$ cat src/rtl/pipe_stage_reg.sv
// Generic pipeline stage register with valid/ready handshake, flush and optional skid entry.
// Also counts output bubble cycles with a saturating counter.
module pipe_stage_reg #(
  parameter int unsigned WIDTH = 32,
  parameter int unsigned SKID  = 1,
  parameter int unsigned CNT_W = 16
) (
  input  logic             clk,
  input  logic             rst_n,
  input  logic             in_valid,
  output logic             in_ready,
  input  logic [WIDTH-1:0] in_data,
  output logic             out_valid,
  input  logic             out_ready,
  output logic [WIDTH-1:0] out_data,
  input  logic             flush,
  input  logic             cnt_clr,
  output logic [CNT_W-1:0] bubble_cnt
);

  function automatic logic [CNT_W-1:0] sat_inc(input logic [CNT_W-1:0] v);
    return (&v) ? v : v + {{(CNT_W-1){1'b0}}, 1'b1};
  endfunction

  logic xfer_in;
  logic xfer_out;

  if (SKID != 0) begin : g_skid
    // State is the pair {skid valid, main valid}; FULL means both entries live.
    typedef enum logic [1:0] {
      S_EMPTY = 2'b00,
      S_ONE   = 2'b01,
      S_FULL  = 2'b11
    } state_e;

    state_e           state_q, state_d;
    logic [WIDTH-1:0] main_q, main_d;
    logic [WIDTH-1:0] skid_q, skid_d;
    logic             rdy_q;

    assign out_valid = (state_q != S_EMPTY);
    assign out_data  = main_q;
    assign in_ready  = rdy_q;
    assign xfer_in   = in_valid & rdy_q;
    assign xfer_out  = out_valid & out_ready;

    always_comb begin
      state_d = state_q;
      main_d  = main_q;
      skid_d  = skid_q;
      if (flush) begin
        state_d = S_EMPTY;
      end else begin
        unique case (state_q)
          S_EMPTY: begin
            if (xfer_in) begin
              main_d  = in_data;
              state_d = S_ONE;
            end
          end
          S_ONE: begin
            if (xfer_in && xfer_out) begin
              main_d = in_data;
            end else if (xfer_in) begin
              skid_d  = in_data;
              state_d = S_FULL;
            end else if (xfer_out) begin
              state_d = S_EMPTY;
            end
          end
          S_FULL: begin
            if (xfer_out) begin
              main_d  = skid_q;
              state_d = S_ONE;
            end
          end
          default: state_d = S_EMPTY;
        endcase
      end
    end

    // Ready is registered from the next state so it never sees out_ready combinationally.
    always_ff @(posedge clk) begin
      if (!rst_n) begin
        state_q <= S_EMPTY;
        main_q  <= '0;
        skid_q  <= '0;
        rdy_q   <= 1'b1;
      end else begin
        state_q <= state_d;
        main_q  <= main_d;
        skid_q  <= skid_d;
        rdy_q   <= (state_d != S_FULL);
      end
    end
  end else begin : g_direct
    logic             vld_q, vld_d;
    logic [WIDTH-1:0] dat_q, dat_d;

    assign out_valid = vld_q;
    assign out_data  = dat_q;
    assign in_ready  = ~vld_q | out_ready;
    assign xfer_in   = in_valid & in_ready;
    assign xfer_out  = vld_q & out_ready;

    always_comb begin
      vld_d = vld_q;
      dat_d = dat_q;
      if (flush) begin
        vld_d = 1'b0;
      end else if (xfer_in) begin
        vld_d = 1'b1;
        dat_d = in_data;
      end else if (xfer_out) begin
        vld_d = 1'b0;
      end
    end

    always_ff @(posedge clk) begin
      if (!rst_n) begin
        vld_q <= 1'b0;
        dat_q <= '0;
      end else begin
        vld_q <= vld_d;
        dat_q <= dat_d;
      end
    end
  end

  logic [CNT_W-1:0] cnt_q, cnt_d;

  always_comb begin
    cnt_d = cnt_q;
    if (cnt_clr) begin
      cnt_d = '0;
    end else if (!out_valid) begin
      cnt_d = sat_inc(cnt_q);
    end
  end

  always_ff @(posedge clk) begin
    if (!rst_n) begin
      cnt_q <= '0;
    end else begin
      cnt_q <= cnt_d;
    end
  end

  assign bubble_cnt = cnt_q;

endmodule

$ cat config.mk
export PLATFORM = sky130hd
export DESIGN_NAME = pipe_stage_reg
export DESIGN_NICKNAME = d
export VERILOG_FILES = /design/src/rtl/pipe_stage_reg.sv
export SDC_FILE = /design/constraint.sdc
export NUM_CORES = 1
export LEC_CHECK = 0
export CORE_UTILIZATION = 45
export DETAILED_ROUTE_END_ITERATION = 8
export PLACE_DENSITY = 0.76
export SYNTH_ARGS = -nofsm -noshare
export SYNTH_HDL_FRONTEND = slang
export SYNTH_SLANG_ARGS = --single-unit
$ cat constraint.sdc
create_clock -name clk -period 1.85 [get_ports clk]
set_clock_uncertainty 0.1 [all_clocks]
set_input_delay 0.2775 -clock clk [delete_from_list [all_inputs] [get_ports clk]]
set_output_delay 0.2775 -clock clk [all_outputs]
set_load 0.01 [all_outputs]
==> flow_metrics.tcl <==
set metrics [dict create \
    outcome "finished clean" \
    drt_wl_total_um 9170 \
    layout-drive-gt1-share_pct 11.5 \
    cts_tree "yes" \
    synthCells 438 \
    dieArea_um2 8480 \
    place_area_um2 4790 \
    globalplace.congestion 0.805 \
    final_antenna_net_count 0 \
    area_growth_pct 38.2 \
    grt_usage_pct 22.4 \
    hold_viol 0 \
    yosysTopAreaCell "dfxtp_1" \
    fin_crit_sh_pct 97.0 \
    reg2reg_slack_ps 50 \
    dp_hpwl_um 6090 \
    drt_first_pass_iters 5 \
    synth-seq-area-share_pct 45.5 \
    die_y_um 92.1 \
    worst_slew_pin_slew_ps 505 \
    slew_viol_final 0 \
    gr-usage-met3_pct 4.15 \
    clkTransAtPathRegs_ps 80 \
    ys_top_cells_by_area "dfxtp_1 45%, nand2_1 11%, nand3_1 9.5%" \
    irDropWorstVdd_v 0.000357 \
    crit_path_end "bubble_cnt[7]" \
    antenna_found_initial 0 \
    cts_max_level 3 \
    cts-root-buf "clkbuf_8" \
    drtIter0Drc 108 \
    nNetsFinal 571 \
    ioPinCount 88 \
    yosysWarnings 0 \
    clock_latency_ps 350 \
    cts_buffers 9 \
    cellLeakagePower_nw 2.11 \
    core_area_um2 7810 \
    crit_type "flop to flop" \
    route.detailed.drc 0 \
    syn_avg_cell_area_um2 8.34 \
    whs_path_depth 3 \
    max-cap-violations 0 \
    min_path_type "input port to flop" \
    r2r-end "bubble_cnt[7]" \
    viasPerCell 5.54 \
    p_per_area_nw_per_um2 734 \
    use_met1_pct 28.2 \
    finalWorstSetupSlack_ps 55.0 \
    r2r_start "bubble_cnt[0]" \
    die_w_um 92.1 \
    multiInputGateArea_um2 1850 \
    r2r_cells 6 \
    portBuffers 87 \
    grt_pass1_vias 3202 \
    antenna_cells 0 \
    busiest_layer "met2" \
    grt_max_degree 67 \
    placementRows 32 \
    worstPathArrival_ps 1970 \
    setup_viol 0 \
    clkSinkCount 83 \
    critical_path.endpoint_type "flop" \
    yosysTopAreaCellShare_pct 45.5 \
    cts_buffer_depth 2 \
    fmax_mhz 557 \
    ys_types 37 \
    fill_cells 667 \
    crit_start "bubble_cnt[0]" \
    worstSetupStartpointType "flop" \
    ys_seq_elements 83 \
    period_minus_slack_ps 1800 \
    grt_pass1_wl_um 15300 \
    grt_overflow_total 0 \
    final_area_um2 5050 \
    vias 3537 \
    cp_max_fo 6 \
    met2_usage_pct 37.0 \
    slew_headroom_pct 66.3 \
    start_util_pct 46.8 \
    seqCellArea_um2 1670 \
    place_ws_ps -209 \
    post_drt_wl_per_cell_um 14.4 \
    synth_area_um2 3650 \
    cp.required_ps 2030 \
    syn-num-nets 477 \
]
==> layout make-up <==
cell class	instances	share of cell area (%)
flip-flops and latches	83	33.1
multi-input cells	315	36.7
well taps	102	2.53
clock buffers	11	2.60
inverters	4	0.347
clock inverters	5	1.54
repair buffers	119	23.2
==> placed cells by master (no fill, tap or decap), types with 2 or more instances in the layout <==
master	synthesis	routed
or4_1	3	3
dfxtp_4	0	2
nand3_1	69	69
clkbuf_8	0	9
a21boi_0	32	32
inv_1	3	3
clkdlybuf4s50_1	0	85
buf_12	0	5
a21oi_1	13	13
nand3b_1	2	2
nand4_1	4	4
or3_1	8	8
and3_1	3	3
nand2b_1	5	5
and4_4	0	2
nand2_1	106	106
bufinv_16	0	2
dfxtp_2	0	2
o211a_1	32	32
clkinv_2	0	2
o21ai_0	10	10
o41ai_1	2	2
buf_4	1	26
nor3_1	4	3
and4_1	4	2
clkbuf_1	32	2
o31ai_1	3	3
dfxtp_1	83	79
==> sequential cells by signal (all words and copies together) (netlist names) <==
register	flops
out_data	32
bubble_cnt	16
in_ready	1
g_skid.skid_q	32
g_skid.state_q	2
==> synthesized netlist by cell type (all sizes together) <==
| master | instances |
|---|---|
| and4 | 4 |
| or3 | 9 |
| a211oi | 1 |
| a31oi | 1 |
| nand4 | 4 |
| nor2b | 1 |
| buf | 4 |
| o31ai | 3 |
| and4b | 1 |
| nor3 | 4 |
| nor3b | 1 |
| nor2 | 2 |
| dfxtp | 83 |
| and3 | 3 |
| nand3 | 69 |
| o31a | 1 |
| or4 | 3 |
| o21ai | 10 |
| a21boi | 32 |
| o41ai | 2 |
| inv | 4 |
| a221oi | 1 |
| nand2b | 5 |
| nor4 | 1 |
| o211a | 32 |
| a21oi | 13 |
| o311ai | 2 |
| nand3b | 2 |
| clkbuf | 32 |
| nand2 | 106 |
| o221a | 1 |
| ha | 1 |
==> cells by family after synthesis <==
family	count (synthesis)	share of synthesized area [%]
simple gates	215	28.1
compound gates	99	21.4
flops	83	45.5
fa+ha+maj	1	0.342
buf+inv	40	4.69
==> worst max-delay path, cell delays in order, from the launching register on <==
cell and delay (ps):
dfxtp_1 330, ha_2 190, buf_4 140, and3_1 170
and4b_2 250, or4_1 400, a21oi_1 150
==> through the flow <==
| stage | hold slack [ps] | utilization (%) | TNS, ps | instances | power, W |
|---|---|---|---|---|---|
| 2_1_floorplan | 322 | - | 0 | 438 | 0.00210 |
| 3_3_place_gp | 350 | 61.4 | -4840 | 620 | 0.00235 |
| 3_5_place_dp | 356 | 61.4 | -8630 | 620 | 0.00236 |
| 4_1_cts | 286 | 64.2 | 0 | 637 | 0.00374 |
| 6_report | 307 | 64.6 | 0 | 639 | 0.00370 |
| 5_1_grt | 315 | 64.6 | -62.6 | 639 | 0.00385 |
==> timing repair <==
action / CTS / global route
endpoints found under the hold margin: 0 / 0
gates resized for setup: 3 / 10
hold buffers: 0 / 0
pin swaps: 0 / 4
endpoints found under the setup margin: 1 / 28
setup buffers: 1 / 2
==> report_power, final <==
part	switching (W)	internal, W	total (W)
Combinational	0.000185	0.000255	0.000440
Sequential	0.0000354	0.00184	0.00188
Clock	0.000631	0.000757	0.00139
==> worst min path at each step <==
stage	from	endpoint	slack [ps]
global placement	g_skid.skid_q[2]	g_skid.skid_q[2]	350
global route	rst_n	out_data[26]	320
detailed placement	g_skid.skid_q[17]	g_skid.skid_q[17]	360
CTS	rst_n	bubble_cnt[8]	290
finish	rst_n	out_data[27]	310
floorplan	rst_n	g_skid.state_q[0]	320
==> layer usage <==
layer / routed length [µm] / up-vias
li1: - / 1742
met1: 3930 / 1648
met2: 4460 / 126
met3: 574 / 21
met4: 208 / 0
met5: 0 / -
No activity file was read; power rests on OpenSTA's default activity.
